<file path="src/rtl/uart_pkg.sv">
// Shared UART definitions: frame constants and receiver FSM state encoding.
// Used by the receiver, the transmitter and the multi-port collector.
package uart_pkg;
    localparam int DATA_W   = 8;
    localparam int BAUD_W   = 16;
    localparam int MIN_BAUD = 4;

    typedef enum logic [2:0] {
        RX_IDLE,
        RX_START,
        RX_DATA,
        RX_STOP,
        RX_WAIT_IDLE
    } rx_state_t;
endpackage

</file>
<file path="src/rtl/sync_2ff.sv">
// Two-flop synchronizer for a single asynchronous input.
// The reset value should match the input's idle level.
module sync_2ff #(
    parameter logic RST_VAL = 1'b1
) (
    input  logic i_clk,
    input  logic i_rst,
    input  logic i_d,
    output logic o_q
);
    logic meta_q;
    logic sync_q;

    always_ff @(posedge i_clk) begin
        if (i_rst) begin
            meta_q <= RST_VAL;
            sync_q <= RST_VAL;
        end else begin
            meta_q <= i_d;
            sync_q <= meta_q;
        end
    end

    assign o_q = sync_q;
endmodule

</file>
<file path="src/rtl/uart_rx_port.sv">
// 8N1 UART receiver with mid-bit sampling, start-glitch rejection, frame-error
// pulse, sticky overrun and a one-byte holding register drained by i_read.
module uart_rx_port
    import uart_pkg::*;
(
    input  logic              i_clk,
    input  logic              i_rst,
    input  logic [BAUD_W-1:0] i_baud,
    input  logic              i_rx,
    input  logic              i_read,
    output logic              o_ready,
    output logic [DATA_W-1:0] o_D,
    output logic              o_ferr,
    output logic              o_overrun
);
    logic              rx_s;
    rx_state_t         state_q, state_d;
    logic [BAUD_W-1:0] cnt_q, cnt_d;
    logic [BAUD_W-1:0] baud_q, baud_d;
    logic [BAUD_W-1:0] baud_in;
    logic [2:0]        bitidx_q, bitidx_d;
    logic [DATA_W-1:0] shreg_q, shreg_d;
    logic [DATA_W-1:0] data_q, data_d;
    logic              ready_q, ready_d;
    logic              ferr_q, ferr_d;
    logic              ovr_q, ovr_d;
    logic              tick;
    logic              deliver;

    sync_2ff #(.RST_VAL(1'b1)) u_rx_sync (
        .i_clk (i_clk),
        .i_rst (i_rst),
        .i_d   (i_rx),
        .o_q   (rx_s)
    );

    assign baud_in = (i_baud < BAUD_W'(MIN_BAUD)) ? BAUD_W'(MIN_BAUD) : i_baud;
    assign tick    = (cnt_q == '0);

    always_comb begin
        state_d  = state_q;
        cnt_d    = tick ? cnt_q : cnt_q - BAUD_W'(1);
        baud_d   = baud_q;
        bitidx_d = bitidx_q;
        shreg_d  = shreg_q;
        data_d   = data_q;
        ready_d  = ready_q;
        ovr_d    = ovr_q;
        ferr_d   = 1'b0;
        deliver  = 1'b0;

        case (state_q)
            RX_IDLE: begin
                // Half-period wait lands the start-bit check mid-bit.
                if (!rx_s) begin
                    state_d = RX_START;
                    baud_d  = baud_in;
                    cnt_d   = (baud_in >> 1) - BAUD_W'(1);
                end
            end
            RX_START: begin
                if (tick) begin
                    if (!rx_s) begin
                        state_d  = RX_DATA;
                        cnt_d    = baud_q - BAUD_W'(1);
                        bitidx_d = '0;
                    end else begin
                        state_d = RX_IDLE;
                    end
                end
            end
            RX_DATA: begin
                if (tick) begin
                    shreg_d  = {rx_s, shreg_q[DATA_W-1:1]};
                    cnt_d    = baud_q - BAUD_W'(1);
                    bitidx_d = bitidx_q + 3'd1;
                    if (bitidx_q == 3'(DATA_W - 1)) state_d = RX_STOP;
                end
            end
            RX_STOP: begin
                if (tick) begin
                    if (rx_s) begin
                        deliver = 1'b1;
                        state_d = RX_IDLE;
                    end else begin
                        ferr_d  = 1'b1;
                        state_d = RX_WAIT_IDLE;
                    end
                end
            end
            RX_WAIT_IDLE: begin
                if (rx_s) state_d = RX_IDLE;
            end
            default: state_d = RX_IDLE;
        endcase

        // A read in the delivery cycle frees the slot for the new byte.
        if (deliver) begin
            if (!ready_q || i_read) begin
                data_d  = shreg_q;
                ready_d = 1'b1;
            end else begin
                ovr_d = 1'b1;
            end
        end else if (ready_q && i_read) begin
            ready_d = 1'b0;
        end
    end

    always_ff @(posedge i_clk) begin
        if (i_rst) begin
            state_q  <= RX_IDLE;
            cnt_q    <= '0;
            baud_q   <= '0;
            bitidx_q <= '0;
            shreg_q  <= '0;
            data_q   <= '0;
            ready_q  <= 1'b0;
            ferr_q   <= 1'b0;
            ovr_q    <= 1'b0;
        end else begin
            state_q  <= state_d;
            cnt_q    <= cnt_d;
            baud_q   <= baud_d;
            bitidx_q <= bitidx_d;
            shreg_q  <= shreg_d;
            data_q   <= data_d;
            ready_q  <= ready_d;
            ferr_q   <= ferr_d;
            ovr_q    <= ovr_d;
        end
    end

    assign o_ready   = ready_q;
    assign o_D       = data_q;
    assign o_ferr    = ferr_q;
    assign o_overrun = ovr_q;
endmodule

</file>
<file path="config.mk">
export PLATFORM = sky130hd
export DESIGN_NAME = uart_rx_port
export DESIGN_NICKNAME = d
export VERILOG_FILES = /design/src/rtl/uart_pkg.sv /design/src/rtl/sync_2ff.sv /design/src/rtl/uart_rx_port.sv
export SDC_FILE = /design/constraint.sdc
export NUM_CORES = 1
export LEC_CHECK = 0
export BUFFER_PORTS_ARGS = -buffer_cell sky130_fd_sc_hd__buf_2
export CAP_MARGIN = 20
export CORE_MARGIN = 5
export CORE_UTILIZATION = 60
export DETAILED_ROUTE_END_ITERATION = 8
export HOLD_SLACK_MARGIN = 0.03
export PLACE_DENSITY = 0.8
export SLEW_MARGIN = 20
export SYNTH_ARGS = -nofsm -noshare
export SYNTH_HDL_FRONTEND = slang
export SYNTH_SLANG_ARGS = --single-unit
</file>
<file path="constraint.sdc">
create_clock -name i_clk -period 3.1 [get_ports i_clk]
set_clock_uncertainty 0.05 [all_clocks]
set_input_delay 0.62 -clock i_clk [delete_from_list [all_inputs] [get_ports i_clk]]
set_output_delay 0.62 -clock i_clk [all_outputs]
set_load 0.01 [all_outputs]
</file>
# [Word-level counts from Yosys, hierarchy flattened]
# Cells that the tools add are included.
[totals] word_cells=75 ff_bits=59 input_bits=20 out_inout_bits=11
[classes] magnitude_cmp=1 eq_ne=13 n_bitwise=4 add_sub_neg=4 n_mux=27 n_reduce_logical=15
[ops] op="two-way mux 16 bit" count=6
[ops] op="one-hot mux 16 bit (3 select lines)" count=1
[ops] op="subtractor 16 x 1 -> 16 bit, second input constant" count=2
[ops] op="two-way mux 3 bit" count=10
[ops] op="logical NOT 16 bit" count=1
[ops] op="< comparator 16 x 3 -> 1 bit, second input constant" count=1
[ops] op="subtractor 15 x 1 -> 16 bit, second input constant" count=1
[ops] op="one-hot mux 3 bit (5 select lines)" count=1
[ops] op="!= test 2 bit, second input constant" count=6
[ops] op="AND reduction 2 bit" count=5
[ops] op="two-way mux 1 bit" count=7
[ops] op="== test 3 x 2 -> 1 bit, second input constant" count=2
[ops] op="== test 3 bit, second input constant" count=2
[ops] op="one-hot mux 3 bit (2 select lines)" count=1
[ops] op="AND reduction 6 bit" count=1
[ops] op="!= test 2 x 1 -> 1 bit, second input constant" count=2
[ops] op="inverter 1 bit" count=4
[ops] op="AND reduction 4 bit" count=1
[ops] op="nonzero test 2 bit" count=2
[ops] op="adder 3 x 1 -> 3 bit, second input constant" count=1
[ops] op="== test 3 x 1 -> 1 bit, second input constant" count=1
[ops] op="logical NOT 3 bit" count=1
[ops] op="OR reduction 3 bit" count=1
[ops] op="two-way mux 2 bit" count=1
[ops] op="3 further kinds" count=3

# [Depth between registers and ports, before layout]
# Gate-level depths: netlist (run 1).
[logic_depth] word_depth=5 mapped_depth=9 mapped_depth_nobuf=9

# [Hierarchy]
# Synthesis (run 1) repeated with hierarchy kept, for this count alone.
[hier_totals] cells_unflattened=434 area_unflattened_um2=3337.0
[by_module_without_submodules] mod="uart_rx_port" area_each_um2=3284.4 seq_area_each_um2=1141.1 instances=1 cells_each=430
[by_module_without_submodules] mod="sync_2ff" area_each_um2=52.6 seq_area_each_um2=40.0 instances=1 cells_each=4

# [Worst setup path after synthesis (run 1)]
# No wires, ideal clock.
[synth_path] path_kind="input to register" start="in i_baud[9]" end="reg cnt_q[1]" n_path_buf=0 path_slack_ns=0.335 required_ns=2.962 arrival_ns=2.626 setup_ns=0.088 path_stages=8 cell_sequence="nor4_1 > nand4_1 > nor2b_1 > ha_1 > a21oi_1 > a31oi_1 > or4_1 > a311oi_2"
[synth_between] elab_chain_len=5
[synth_rtl] item="start, declared" line_no="uart_rx_port.sv:8" text="input logic [BAUD_W-1:0] i_baud,"
[synth_rtl] item="< comparator 16 x 3 -> 1 bit" line_no="uart_rx_port.sv:37" text="assign baud_in = (i_baud < BAUD_W'(MIN_BAUD)) ? BAUD_W'(MIN_BAUD) : i_baud;"
[synth_rtl] item="two-way mux 16 bit" line_no="uart_rx_port.sv:37"
[synth_rtl] item="subtractor 15 x 1 -> 16 bit" line_no="uart_rx_port.sv:58" text="cnt_d = (baud_in >> 1) - BAUD_W'(1);"
[synth_rtl] item="two-way mux 16 bit" line_no="uart_rx_port.sv:55" text="if (!rx_s) begin"
[synth_rtl] item="one-hot mux 16 bit (3 select lines)" line_no="uart_rx_port.sv:52" text="case (state_q)"
[synth_rtl] item="end signal, assigned" line_no="uart_rx_port.sv:123" text="cnt_q <= cnt_d;"
[synth_rtl] item="end, declared" line_no="uart_rx_port.sv:18" text="logic [BAUD_W-1:0] cnt_q, cnt_d;"
# No other way between the ends.
# A chain may end at the register's enable or synchronous reset.

# [Worst setup path in the final report (run 1)]
[layout_path] start="reg cnt_q[0]" end="reg cnt_q[10]"
[layout_between] elab_chain_len=5 word_cells_on_any_way=8
[layout_rtl] item="subtractor 16 x 1 -> 16 bit or logical NOT 16 bit (tied branches)" line_no="uart_rx_port.sv:42, uart_rx_port.sv:38"
[layout_rtl] item="two-way mux 16 bit" line_no="uart_rx_port.sv:42" text="cnt_d = tick ? cnt_q : cnt_q - BAUD_W'(1);"
[layout_rtl] item="two-way mux 16 bit" line_no="uart_rx_port.sv:63" text="if (!rx_s) begin"
[layout_rtl] item="two-way mux 16 bit" line_no="uart_rx_port.sv:62" text="if (tick) begin"
[layout_rtl] item="one-hot mux 16 bit (3 select lines) *" line_no="uart_rx_port.sv:52"
# Mark *: on every way between the ends. The rest lies on a longest branch, timed or not.

==> results of run 1 <==
-- path summary, 6_finish.rpt --
kind,start,endpoint,depth (start not counted)
worst max-delay path,cnt_q[0],cnt_q[10],8
worst min-delay path,u_rx_sync.meta_q,u_rx_sync.o_q,1
worst max register to register,cnt_q[0],cnt_q[10],8
worst min register to register,u_rx_sync.meta_q,u_rx_sync.o_q,1
-- flip-flops by register name, indices dropped and copies added, names as in the netlist, 3 cells and up --
| register | flops |
|---|---|
| bitidx_q | 3 |
| cnt_q | 16 |
| state_q | 3 |
| shreg_q | 8 |
| baud_q | 16 |
| o_D | 8 |
-- cell families after synthesis --
kind of cell,synth area share
AOI/OAI and AO/OA,0.1664
xor gates and xnor gates,0.07342
adders and majority gates,0.01808
buffers and inverters,0.02965
DFF,0.3414
muxes,0.04231
and+or+nand+nor,0.3288
-- power by group through the flow --
stage | combinational (mW) | sequential (mW) | clock [mW]
floorplan | 0.917 | 0.955 | 0
global placement | 1.13 | 0.985 | 0
detailed placement | 1.15 | 0.992 | 0
CTS | 1.16 | 0.973 | 0.738
global route | 1.30 | 0.988 | 0.778
finish | 1.19 | 0.977 | 0.738
-- Yosys cell counts (all sizes together), types with 5 or more instances --
| master | count | area, sq um |
|---|---|---|
| nand2 | 80 | 310.3 |
| dfxtp | 59 | 1181 |
| a21oi | 50 | 250.2 |
| nor2 | 46 | 180.2 |
| nor3 | 24 | 135.1 |
| nor4 | 17 | 148.9 |
| xor2 | 17 | 148.9 |
| clkbuf | 16 | 60.06 |
| o21ai | 12 | 63.81 |
| xnor2 | 12 | 105.1 |
| inv | 9 | 33.78 |
| mux2i | 9 | 90.09 |
| nand3 | 9 | 45.04 |
| a31oi | 6 | 37.54 |
| or3 | 6 | 37.54 |
| a22oi | 5 | 37.54 |
| ha | 5 | 62.56 |
| mux2 | 5 | 56.30 |
| nand2b | 5 | 31.28 |
| nor2b | 5 | 31.28 |
-- routing by layer --
metal	global-route usage	up-vias	routed length, microns
li1	-	1654	-
met1	0.3560	1601	4072
met2	0.4008	165	4195
met3	0.06340	20	778
met4	0.09209	0	189
met5	0	-	0
-- cells in the final DEF (no fill, tap or decap), types with 4 or more instances in the layout --
| cell type | synthesis | final |
|---|---|---|
| nor2b_1 | 5 | 5 |
| inv_1 | 9 | 9 |
| nor2_1 | 45 | 45 |
| a22oi_1 | 5 | 5 |
| ha_1 | 5 | 5 |
| o21ai_0 | 11 | 11 |
| xor2_1 | 17 | 17 |
| mux2_2 | 5 | 5 |
| nand3_1 | 9 | 9 |
| mux2i_1 | 9 | 9 |
| or3_1 | 6 | 6 |
| xnor2_1 | 12 | 12 |
| a21oi_1 | 50 | 50 |
| clkbuf_8 | 0 | 9 |
| buf_2 | 1 | 30 |
| a31oi_1 | 6 | 6 |
| nor3_1 | 21 | 21 |
| nand2b_1 | 5 | 5 |
| nor4_1 | 13 | 13 |
| buf_4 | 0 | 8 |
| dfxtp_1 | 59 | 59 |
| a221oi_1 | 4 | 4 |
| nand2_1 | 78 | 78 |
-- metrics by stage --
step | cell area, sq um | hold slack, ns
after floorplan | 3460 | 0.3395
after global placement | 3700 | 0.3468
after detailed placement | 3700 | 0.3453
after CTS | 3906 | 0.3665
after global routing | 3906 | 0.3884
final | 3906 | 0.3627
-- final cells by class --
class,instances,area [sq um],share of cell area
sequential,59,1181,0.3024
tap,72,90.09,0.02306
inverter,9,33.78,0.008648
timing repair buffer,38,210.2,0.05381
multi-input combinational,360,2185,0.5593
clock inverter,7,82.58,0.02114
clock buffer,9,123.9,0.03171
==> impl_metrics.ini, run 1 <==
[outcome]
status = finished, final reports clean

[power_and_ir_drop]
power_mw = 2.901
pwr-share-comb = 0.409
power_switching_mw = 1.203
ir_drop_mv = 0.4446
power.density_nw_per_um2 = 742.7
intPower_mw = 1.698
p_leak_nw = 1.539
power_switching_share = 0.4148
pwr-share-seq = 0.337
clkPwrFrac = 0.255

[clocking]
cts_hold_buf = 0
post_cts_buffers = 0
h-tree-depth = 3
clock_path_buffers = 2
worst_skew_pair.late_latency_ns = 0.35
path_clk_slew_ns = 0.07
cts_sinks = 59
cts_buffers = 9
post_cts_resized = 0
cts_tree = yes
cts_root_buf = clkbuf_8

[global_route]
grt_start_max_net_pins = 51
grtUsageTotal = 0.2612
antenna_found_initial = 0
globalRouteOverflowTotal = 0
grt_pass1_vias = 3265
grt_first_pass_wirelength_mm = 15.46

[detailed_routing]
routed_wl_mm = 9.235
num_vias = 3440
ant_nets = 0
drc = 0
wl_per_cell_microns = 16.67
drt_iter0_drc = 435
viasPerCell = 6.209
first_pass_iters = 6

[place]
hpwl_mm = 6.539
gp_congestion = 0.9870
dp_cells = 538
place_worst_setup_slack_ns = 0.1805
placement.io_buffers = 30

[worst_setup_path]
required_ns = 3.25
cp_num_buf_inv = 1
arrival_ns = 2.83
endpoint_kind = flop
cpPeakStageDelay_ns = 0.61
crit_chain = inv_1, ha_1, nor3b_1, nand2_1, nor2_1, o21ai_0, o21ai_0, a21oi_1
crit_path_frequent_cell = o21ai_0
path_class = flop to flop
reg2reg_slack_ns = 0.43
slowest_stage = nor3b_1
path_delay_family = simple AND/OR/NAND/NOR gates
path_max_fanout = 6
startpoint_type = flop

[logic_synthesis]
synth_cell_types = 57
ys_seq_area_frac = 0.3414
synth_edf_count = 0
yosys_warnings = 0
ys_ff_latch = 59
syn-num-nets = 471
synthFlopType = dfxtp_1
async_reset_ff_frac = 0
synth.avg_cell_area_sq_um = 7.757
synth_area_sq_um = 3460
syn_inst = 446

[hold_path]
hold_class = flop to flop

[sta]
max_slew_margin = 0.5226
setup_tns_ns = 0
finalHoldViolCount = 0
rsz0062_at_grt = no
setup_violations = 0
drv_slew = 0
setup_ws_ns = 0.4251
fin_crit_ns = 2.675
period_share = 0.8629
tightest_slew_ns = 0.7162
max_freq_mhz = 373.8

[cells_and_area]
antenna_cells = 0
final_util = 0.7051
nNetsFinal = 502
nFillCells = 476
drive_gt1_frac = 0.1660
syn_to_final_growth_pct = 12.91
fin_cells = 554

[floorplanning]
row_count = 27
dieArea_sq_um = 7385
fp.dieW_microns = 85.94
initial_utilization = 0.6244
io_pins = 31
die_h_microns = 85.94
core_sq_um = 5540

[job]
drv_cap = 0
Note: power is estimated with default switching activity, not from simulation.
==> inputs of run 2 (changes only) <==
CORE_UTILIZATION = 62   (was 60)
PLACE_DENSITY = 0.83   (was 0.8)
clock period = 3.4 ns   (was 3.1 ns; I/O delays follow)
==> impl_metrics.ini, run 2 (synthesis gave the netlist of run 1 again) <==
[floorplanning]
row_count = 27
fp.dieW_microns = 84.70
core_sq_um = 5473
die_h_microns = 84.70
io_pins = 31
initial_utilization = 0.6321
dieArea_sq_um = 7174

[clocking]
post_cts_buffers = 0
cts_root_buf = clkbuf_8
cts_sinks = 59
cts_hold_buf = 0
worst_skew_pair.late_latency_ns = 0.35
cts_buffers = 9
clock_path_buffers = 2
post_cts_resized = 0
cts_tree = yes
path_clk_slew_ns = 0.07
h-tree-depth = 3

[place]
hpwl_mm = 6.327
gp_congestion = 0.9976
placement.io_buffers = 30

[worst_setup_path]
reg2reg_slack_ns = 0.77
r2r_cells = 9
arrival_ns = 2.92
r2r-end = cnt_q[2]
endpoint = cnt_q[1]
cp_num_buf_inv = 1
slowest_stage = or4_1
timing.rr.start = cnt_q[0]
critPathLaunch = i_baud[7]
path_max_fanout = 5
cp.depth = 9
startpoint_type = input pin
required_ns = 3.61
endpoint_kind = flop
cpPeakStageDelay_ns = 0.50
path_class = input pin to flop
crit_chain = buf_2, nor4_1, nand4_1, nor2b_1, ha_1, a21oi_1, a31oi_1, or4_1, a311oi_2
path_delay_family = simple AND/OR/NAND/NOR gates

[cells_and_area]
layout_commonest_cell = nand2_1
antenna_cells = 0
drive_gt1_frac = 0.1625
layout_common_cells = 78 x nand2_1, 59 x dfxtp_1, 50 x a21oi_1
syn_to_final_growth_pct = 11.57
nNetsFinal = 501
largestRegisters = baud_q (16), cnt_q (16)

[detailed_routing]
ant_nets = 0
drt_iter0_drc = 451
num_vias = 3370
routed_wl_mm = 8.857
wl_per_cell_microns = 16.05
drc = 0
viasPerCell = 6.105
first_pass_iters = 9

[sta]
rsz0062_at_grt = no
max_freq_mhz = 369.6
setup_tns_ns = 0
tightest_slew_ns = 0.7020
max_slew_margin = 0.5309
drv_slew = 0
period_share = 0.7958
fin_crit_ns = 2.706
hold_ws_ns = 0.3795
setup_violations = 0
finalHoldViolCount = 0

[power_and_ir_drop]
ir_drop_mv = 0.3555
p_leak_nw = 1.513
power.density_nw_per_um2 = 653.9

[outcome]
status = finished, final reports clean

[global_route]
antenna_found_initial = 0
grt_pass1_vias = 3077
grt_start_max_net_pins = 38
grtUsageTotal = 0.2593
grt_first_pass_wirelength_mm = 14.90
globalRouteOverflowTotal = 0

[job]
drv_cap = 0

[hold_path]
hold_class = flop to flop
run 2: cell count changes in the layout (fill, tap and decap cells not counted), sizes merged:
cell and delta:
clkinvlp +2, clkbuf +1, inv -3, bufinv -1, buf -1
run 2: layout make-up:
type	instances	area, sq um
clock buffers	10	137.6
clock inverters	5	30.03
fillers	468	1613
inverters	9	33.78
multi-input cells	360	2185
flip-flops and latches	59	1181
well taps	72	90.09
repair buffers	37	202.7
run 2: worst min-delay path by stage:
stage	from	end	slack, ns	cells past startpoint
global route	u_rx_sync.meta_q	u_rx_sync.o_q	0.38	1
global placement	u_rx_sync.meta_q	u_rx_sync.o_q	0.34	1
CTS	u_rx_sync.meta_q	u_rx_sync.o_q	0.38	1
floorplan	u_rx_sync.meta_q	u_rx_sync.o_q	0.34	1
detailed placement	u_rx_sync.meta_q	u_rx_sync.o_q	0.36	1
finish	u_rx_sync.meta_q	u_rx_sync.o_q	0.38	1
run 2: routing by layer:
metal	up-vias	GRT usage	routed length (microns)
met3	22	0.06379	825
met1	1531	0.3505	3821
met2	168	0.3872	4000
met5	-	0	0
met4	0	0.1237	209
li1	1649	-	-
run 2: report_power, final:
group	internal [mW]	total (mW)	leakage, nW	switching [mW]
clock	0.275	0.558	0.0839	0.283
combinational	0.426	1.08	0.949	0.649
sequential	0.772	0.891	0.480	0.119
total	1.47	2.52	1.51	1.05
run 2: metrics by stage:
step / setup WS, ns / instance area, sq um / instances / utilization / total power [mW]
2_1_floorplan: 0.5755 / 3460 / 446 / - / 1.707
3_3_place_gp: 0.4556 / 3692 / 537 / 0.6747 / 1.925
3_5_place_dp: 0.3899 / 3692 / 537 / 0.6747 / 1.948
4_1_cts: 0.7234 / 3860 / 552 / 0.7053 / 2.510
5_1_grt: 0.5022 / 3860 / 552 / 0.7053 / 2.694
6_report: 0.6942 / 3860 / 552 / 0.7053 / 2.524
run 2: worst register-to-register path, cell delays in order (launching register included):
cell and delay [ns]:
dfxtp_1 0.35, inv_1 0.09, ha_1 0.24, nor3b_1 0.59, nand2_1 0.18, nor2_1 0.27, a221oi_1 0.19, buf_4 0.20
a221oi_1 0.28, nor2_1 0.07
